<file path="config.mk">
export PLATFORM = sky130hd
export DESIGN_NAME = bnn_window_gen
export DESIGN_NICKNAME = d
export VERILOG_FILES = /design/src/rtl/bnn_window_gen.sv
export SDC_FILE = /design/constraint.sdc
export NUM_CORES = 1
export LEC_CHECK = 0
export CAP_MARGIN = 20
export CORE_MARGIN = 2
export CORE_UTILIZATION = 51
export CTS_CLUSTER_SIZE = 25
export DETAILED_ROUTE_END_ITERATION = 6
export PLACE_DENSITY = 0.77
export SETUP_SLACK_MARGIN = 0.02
export SLEW_MARGIN = 20
export SYNTH_ARGS = -nofsm -noshare
export SYNTH_HDL_FRONTEND = slang
export SYNTH_SLANG_ARGS = --single-unit
</file>
<file path="constraint.sdc">
create_clock -name clk -period 1.3 [get_ports clk]
set_input_delay 0.26 -clock clk [delete_from_list [all_inputs] [get_ports clk]]
set_output_delay 0.26 -clock clk [all_outputs]
set_load 0.05 [all_outputs]
</file>
<file path="src/rtl/bnn_window_gen.sv">
// Sliding KxK window generator over a raster-order binary pixel stream.
// It emits every unpadded window as a flat KERNEL_SIZE-bit vector with a valid/ready handshake.
module bnn_window_gen #(
  parameter int KERNEL_LEN = 3,
  parameter int IMG_W      = 8,
  parameter int IMG_H      = 8,
  localparam int KERNEL_SIZE = KERNEL_LEN * KERNEL_LEN
) (
  input  logic                   clk,
  input  logic                   rst,
  input  logic                   pix_in,
  input  logic                   pix_valid,
  output logic                   pix_ready,
  output logic [KERNEL_SIZE-1:0] win_out,
  output logic                   win_valid,
  input  logic                   win_ready,
  output logic                   frame_done
);

  localparam int CW = (IMG_W > 1) ? $clog2(IMG_W) : 1;
  localparam int RW = (IMG_H > 1) ? $clog2(IMG_H) : 1;

  typedef enum logic [0:0] {FILL = 1'b0, RUN = 1'b1} state_t;

  state_t                  state_r, state_nxt_s;
  logic [CW-1:0]           col_r;
  logic [RW-1:0]           row_r;
  logic [KERNEL_LEN-2:0]   lb_r [IMG_W];
  logic [KERNEL_SIZE-1:0]  win_r, win_nxt_s;
  logic [KERNEL_LEN-1:0]   col_bits_s;
  logic                    accept_s, emit_s, last_col_s, last_row_s;

  assign pix_ready  = ~win_valid | win_ready;
  assign accept_s   = pix_valid & pix_ready;
  assign last_col_s = (col_r == CW'(IMG_W - 1));
  assign last_row_s = (row_r == RW'(IMG_H - 1));
  // Oldest line-buffer row sits at the top; the incoming pixel is the bottom row.
  assign col_bits_s = {lb_r[col_r], pix_in};

  always_ff @(posedge clk or posedge rst) begin
    if (rst) begin
      state_r <= FILL;
    end else begin
      state_r <= state_nxt_s;
    end
  end

  always_comb begin
    state_nxt_s = state_r;
    emit_s      = 1'b0;
    case (state_r)
      FILL: begin
        if (accept_s && last_col_s && (row_r == RW'(KERNEL_LEN - 2))) begin
          state_nxt_s = RUN;
        end else begin
          state_nxt_s = FILL;
        end
      end
      RUN: begin
        emit_s = accept_s && (col_r >= CW'(KERNEL_LEN - 1));
        if (accept_s && last_col_s && last_row_s) begin
          state_nxt_s = FILL;
        end else begin
          state_nxt_s = RUN;
        end
      end
      default: begin
        state_nxt_s = FILL;
        emit_s      = 1'b0;
      end
    endcase
  end

  always_comb begin
    win_nxt_s = win_r;
    for (int r = 0; r < KERNEL_LEN; r++) begin
      for (int c = 0; c < KERNEL_LEN - 1; c++) begin
        win_nxt_s[r*KERNEL_LEN + c] = win_r[r*KERNEL_LEN + c + 1];
      end
      win_nxt_s[r*KERNEL_LEN + KERNEL_LEN - 1] = col_bits_s[KERNEL_LEN - 1 - r];
    end
  end

  always_ff @(posedge clk or posedge rst) begin
    if (rst) begin
      col_r <= '0;
      row_r <= '0;
      win_r <= '0;
      for (int i = 0; i < IMG_W; i++) begin
        lb_r[i] <= '0;
      end
    end else if (accept_s) begin
      lb_r[col_r] <= col_bits_s[KERNEL_LEN-2:0];
      win_r       <= win_nxt_s;
      if (last_col_s) begin
        col_r <= '0;
        row_r <= last_row_s ? '0 : row_r + RW'(1);
      end else begin
        col_r <= col_r + CW'(1);
      end
    end
  end

  // A new emit may overwrite only after the previous window has been taken, since emit implies accept.
  always_ff @(posedge clk or posedge rst) begin
    if (rst) begin
      win_out    <= '0;
      win_valid  <= 1'b0;
      frame_done <= 1'b0;
    end else begin
      frame_done <= emit_s && last_col_s && last_row_s;
      if (emit_s) begin
        win_out   <= win_nxt_s;
        win_valid <= 1'b1;
      end else if (win_ready) begin
        win_valid <= 1'b0;
      end
    end
  end

endmodule

</file>
==> results.md <==
Synth:
- The post-synthesis cell type count is 31.
- The average cell area after synthesis is 13.2 µm².
- The synthesized netlist net count is 152.
- After synthesis the cells add up to about 1900 µm².
- The synthesized design spends more area on one cell type than any other, namely sky130_fd_sc_hd__dfrtp_1.
- The number of warning messages in the yosys log is 0.
- After synthesis, the cell types taking the most area are sky130_fd_sc_hd__dfrtp_1, sky130_fd_sc_hd__mux2_2, sky130_fd_sc_hd__mux2_4, sky130_fd_sc_hd__ha_1, sky130_fd_sc_hd__mux2i_1.
- The portion of synthesized cell area occupied by the leading cell type is 0.533.
- Counting every instance in the synthesized netlist gives 142.
- The register bit total from synthesis is 40.
- The share of the Yosys chip area taken by registers is 0.533.

CTS:
- TritonCTS built the clock tree.
- The H-tree depth is 2.
- Counting every sink on the clock net gives 40.
- Clock tree synthesis selected as its root buffer the cell sky130_fd_sc_hd__clkbuf_8.
- The clock reaches the later pin of the worst-skew pair after around 300 ps.
- The number of clock buffers inserted by TritonCTS is 5.
- The clock input transition at the sequential cells of the worst setup and hold paths is around 80 ps.
- The longest clock path from root to sink contains 2 buffers.

Timing:
- The count of final hold-check violations is 0.
- Derived from the worst setup path, the maximum achievable clock frequency is 643 MHz.
- The final-report max-slew violation count came to 0.
- The setup skew after layout is about 8.6 ps.
- Setup repair after global routing could not meet its margin everywhere.
- The minimum period implied by the final worst setup slack is 1560 ps.
- Setup violations remaining at the end of the flow were counted as 36.
- In the finished design, the share of the clock period the worst path needs comes to 1.20.
- The final hold slack is 328 ps.
- The worst pin sits at a relative slew slack of 0.806.
- Summed over all failing endpoints, the final setup total negative slack is -4850 ps.
- The slew of the pin with the lowest slew margin is 290 ps.
- Setup slack on the critical path of the routed design comes to -255 ps.

Status:
- The final reports fail on setup timing.
- The flow ran to the end, but the final reports show violations.

Floorplan:
- The total I/O pin count is 17.
- The floorplan step defined a die boundary enclosing 4180 µm².
- The core outline area is 3610 µm².
- For this configuration, the core starts out at a cell density of 0.521.
- After floorplanning, the core was divided into 22 placement rows.
- The width of the die is around 65 µm.
- The floorplan step set the die height to 64.7 µm.

Worst setup path:
- Data arrives at the worst endpoint at roughly 1700 ps.
- The slack of the worst reg-to-reg path is -260 ps.
- STA puts the critical path data required time at 1480 ps.
- The critical path in this run is classified as reg -> reg.
- The biggest fanout along the worst timing path is 6.
- The launching point of the worst reg2reg path is col_r[1].
- The cell count of the worst reg-to-reg path is 4.
- In this run the critical register-to-register path is captured at lb_r[15].
- The worst setup path is captured at a flop.
- The kind of start point of the critical path is a flop.

Power and ir drop:
- In this run the power density over the cells is 2650 nW/µm².
- For this design the static power due to leakage is 1.28 nW.
- The worst-case vdd ir drop is 1450 µV.

Placed design:
- Once placement completed, the tool counted placed cells totaling 219.
- The placer congestion estimate is 0.810.
- The HPWL after detailed placement is 2790 µm.
- The placed instances occupy a cell area of between 2000 and 2500 µm².
- The count of buffers added on input and output ports is 16.

Drt:
- Once detail routing completed, the nets flagged for antenna violations numbered 0.
- For this block, the via count after detailed routing is ~1.4k.
- The average routed wire per standard cell is 20.6 µm.
- For this run, design rule violations remaining after detail routing come to 0.
- Before antenna repair, the detailed router went through 4 iterations.
- The first-iteration detailed-routing DRC count is 38.
- Using the TritonRoute via totals, the vias-per-cell ratio works out to 5.62.
- The aggregate routed wire length is 4980 µm.

Global routing:
- The initial antenna violation count is 0.
- Entering global routing, the biggest net connects 41 pins.
- The number of global-route vias before repair is between 1k and 1.5k.
- The total track usage is 0.237.
- The wire length of the first global-routing pass is ~7300 µm.
- The aggregate global routing overflow is 0.

Final layout:
- The total number of nets in the final design is 202.
- The final design instance area without fill is between 2000 and 3000 µm².
- After the flow finishes, the layout carries non-filler instances totaling 241.
- The repair_antennas step left the layout with diodes totalling 0.
- The final cell utilization of the core is 0.784.
- The share of layout cells above drive strength 1 is 0.617.
- The area growth from synthesis to layout is 50.5%.

Worst hold path:
- The class of the tightest hold or removal check is in -> async.

Run:
- The max-cap check violation count is 0.
[worst max path at each step]
stage,from,endpoint,cells after the start
3_5_place_dp,win_ready,lb_r[10],5
6_report,col_r[1],lb_r[15],4
5_1_grt,col_r[0],lb_r[5],4
4_1_cts,col_r[0],lb_r[9],4
3_3_place_gp,win_ready,lb_r[9],5
2_1_floorplan,win_valid,lb_r[10],5
[registers in the layout, indices dropped and copies added (netlist names)]
register,count
row_r,3
state_r,1
col_r,3
win_out,9
frame_done,1
lb_r,16
win_valid,1
win_r,6
[where the power goes]
group	switching, W	total [W]	leakage [nW]	internal (W)
registers	0.000550	0.00235	0.497	0.00180
clock network	0.000439	0.000862	0.0510	0.000423
logic	0.00202	0.00428	0.735	0.00226
total	0.00301	0.00750	1.28	0.00449
[cell families (layout without fill, tap and decap cells)]
group / count (synthesis) / in the layout / synth area share
DFF: 40 / 40 / 0.533
muxes: 36 / 36 / 0.225
buffers and inverters: 11 / 60 / 0.0373
adders and majority gates: 5 / 5 / 0.0333
and+or+nand+nor: 37 / 38 / 0.112
AOI/OAI and AO/OA: 13 / 14 / 0.0593
[Yosys cell counts (all sizes together)]
library cell   n
a21boi         1
nand3b         1
nand2          9
nor3           4
nand2b         4
o2111ai        1
inv            3
nand4          2
nor2           8
o32a           1
o21ai          4
nand3          5
buf            8
mux2i          4
ha             5
a211oi         1
nand4b         2
o31ai          2
dfrtp         40
o22a           1
a21o           2
nor3b          1
mux2          32
or3b           1
[routing by layer]
metal	vias up	wire length (µm)	track usage
met5	-	0	0
met4	0	129	0.0904
met3	13	133	0.0660
met2	25	2720	0.424
met1	702	2000	0.269
li1	614	-	-
[stage by stage]
step | power [W] | setup slack (ps)
final | 0.00750 | -255
after global routing | 0.00784 | -302
after CTS | 0.00700 | -190
after detailed placement | 0.00567 | -418
after global placement | 0.00547 | -393
after floorplan | 0.00437 | -217
[area by class of cell]
type / instances / area (µm²)
Clock inverter: 2 / 10.0
Sequential cell: 40 / 1010
Clock buffer: 6 / 82.6
Inverter: 3 / 11.3
Fill cell: 200 / 779
Timing Repair Buffer: 49 / 569
Tap cell: 48 / 60.1
Multi-Input combinational cell: 93 / 1090
[worst max-delay path, cell delays in order, from the launching register on]
cell and delay (ps):
sky130_fd_sc_hd__dfrtp_2 450, sky130_fd_sc_hd__mux2i_2 280, sky130_fd_sc_hd__o32a_4 240, sky130_fd_sc_hd__o2111ai_4 150, sky130_fd_sc_hd__mux2_2 300
[cell usage in the layout (no fill, tap or decap), drive strengths merged, types with 2 or more instances in the layout]
master / instances
buf: 45
dfrtp: 40
mux2: 32
nand2: 9
nor2: 8
clkbuf: 6
nand3: 5
ha: 5
o21ai: 4
mux2i: 4
nand2b: 4
nor3: 4
clkdlybuf4s50: 3
nand4b: 3
inv: 3
nand4: 2
o2111ai: 2
a21o: 2
clkinv: 2
o31ai: 2
[what timing repair did]
| action | CTS | global route |
|---|---|---|
| endpoints found under the setup margin | 37 | 41 |
| hold buffers | 0 | 0 |
| hold endpoints to repair | 0 | 0 |
| pin swaps | 7 | 2 |
| gates resized for setup | 31 | 16 |
| buffers inserted | 3 | 9 |
| gates cloned | 1 | 1 |
No activity file was read; power rests on OpenSTA's default activity.
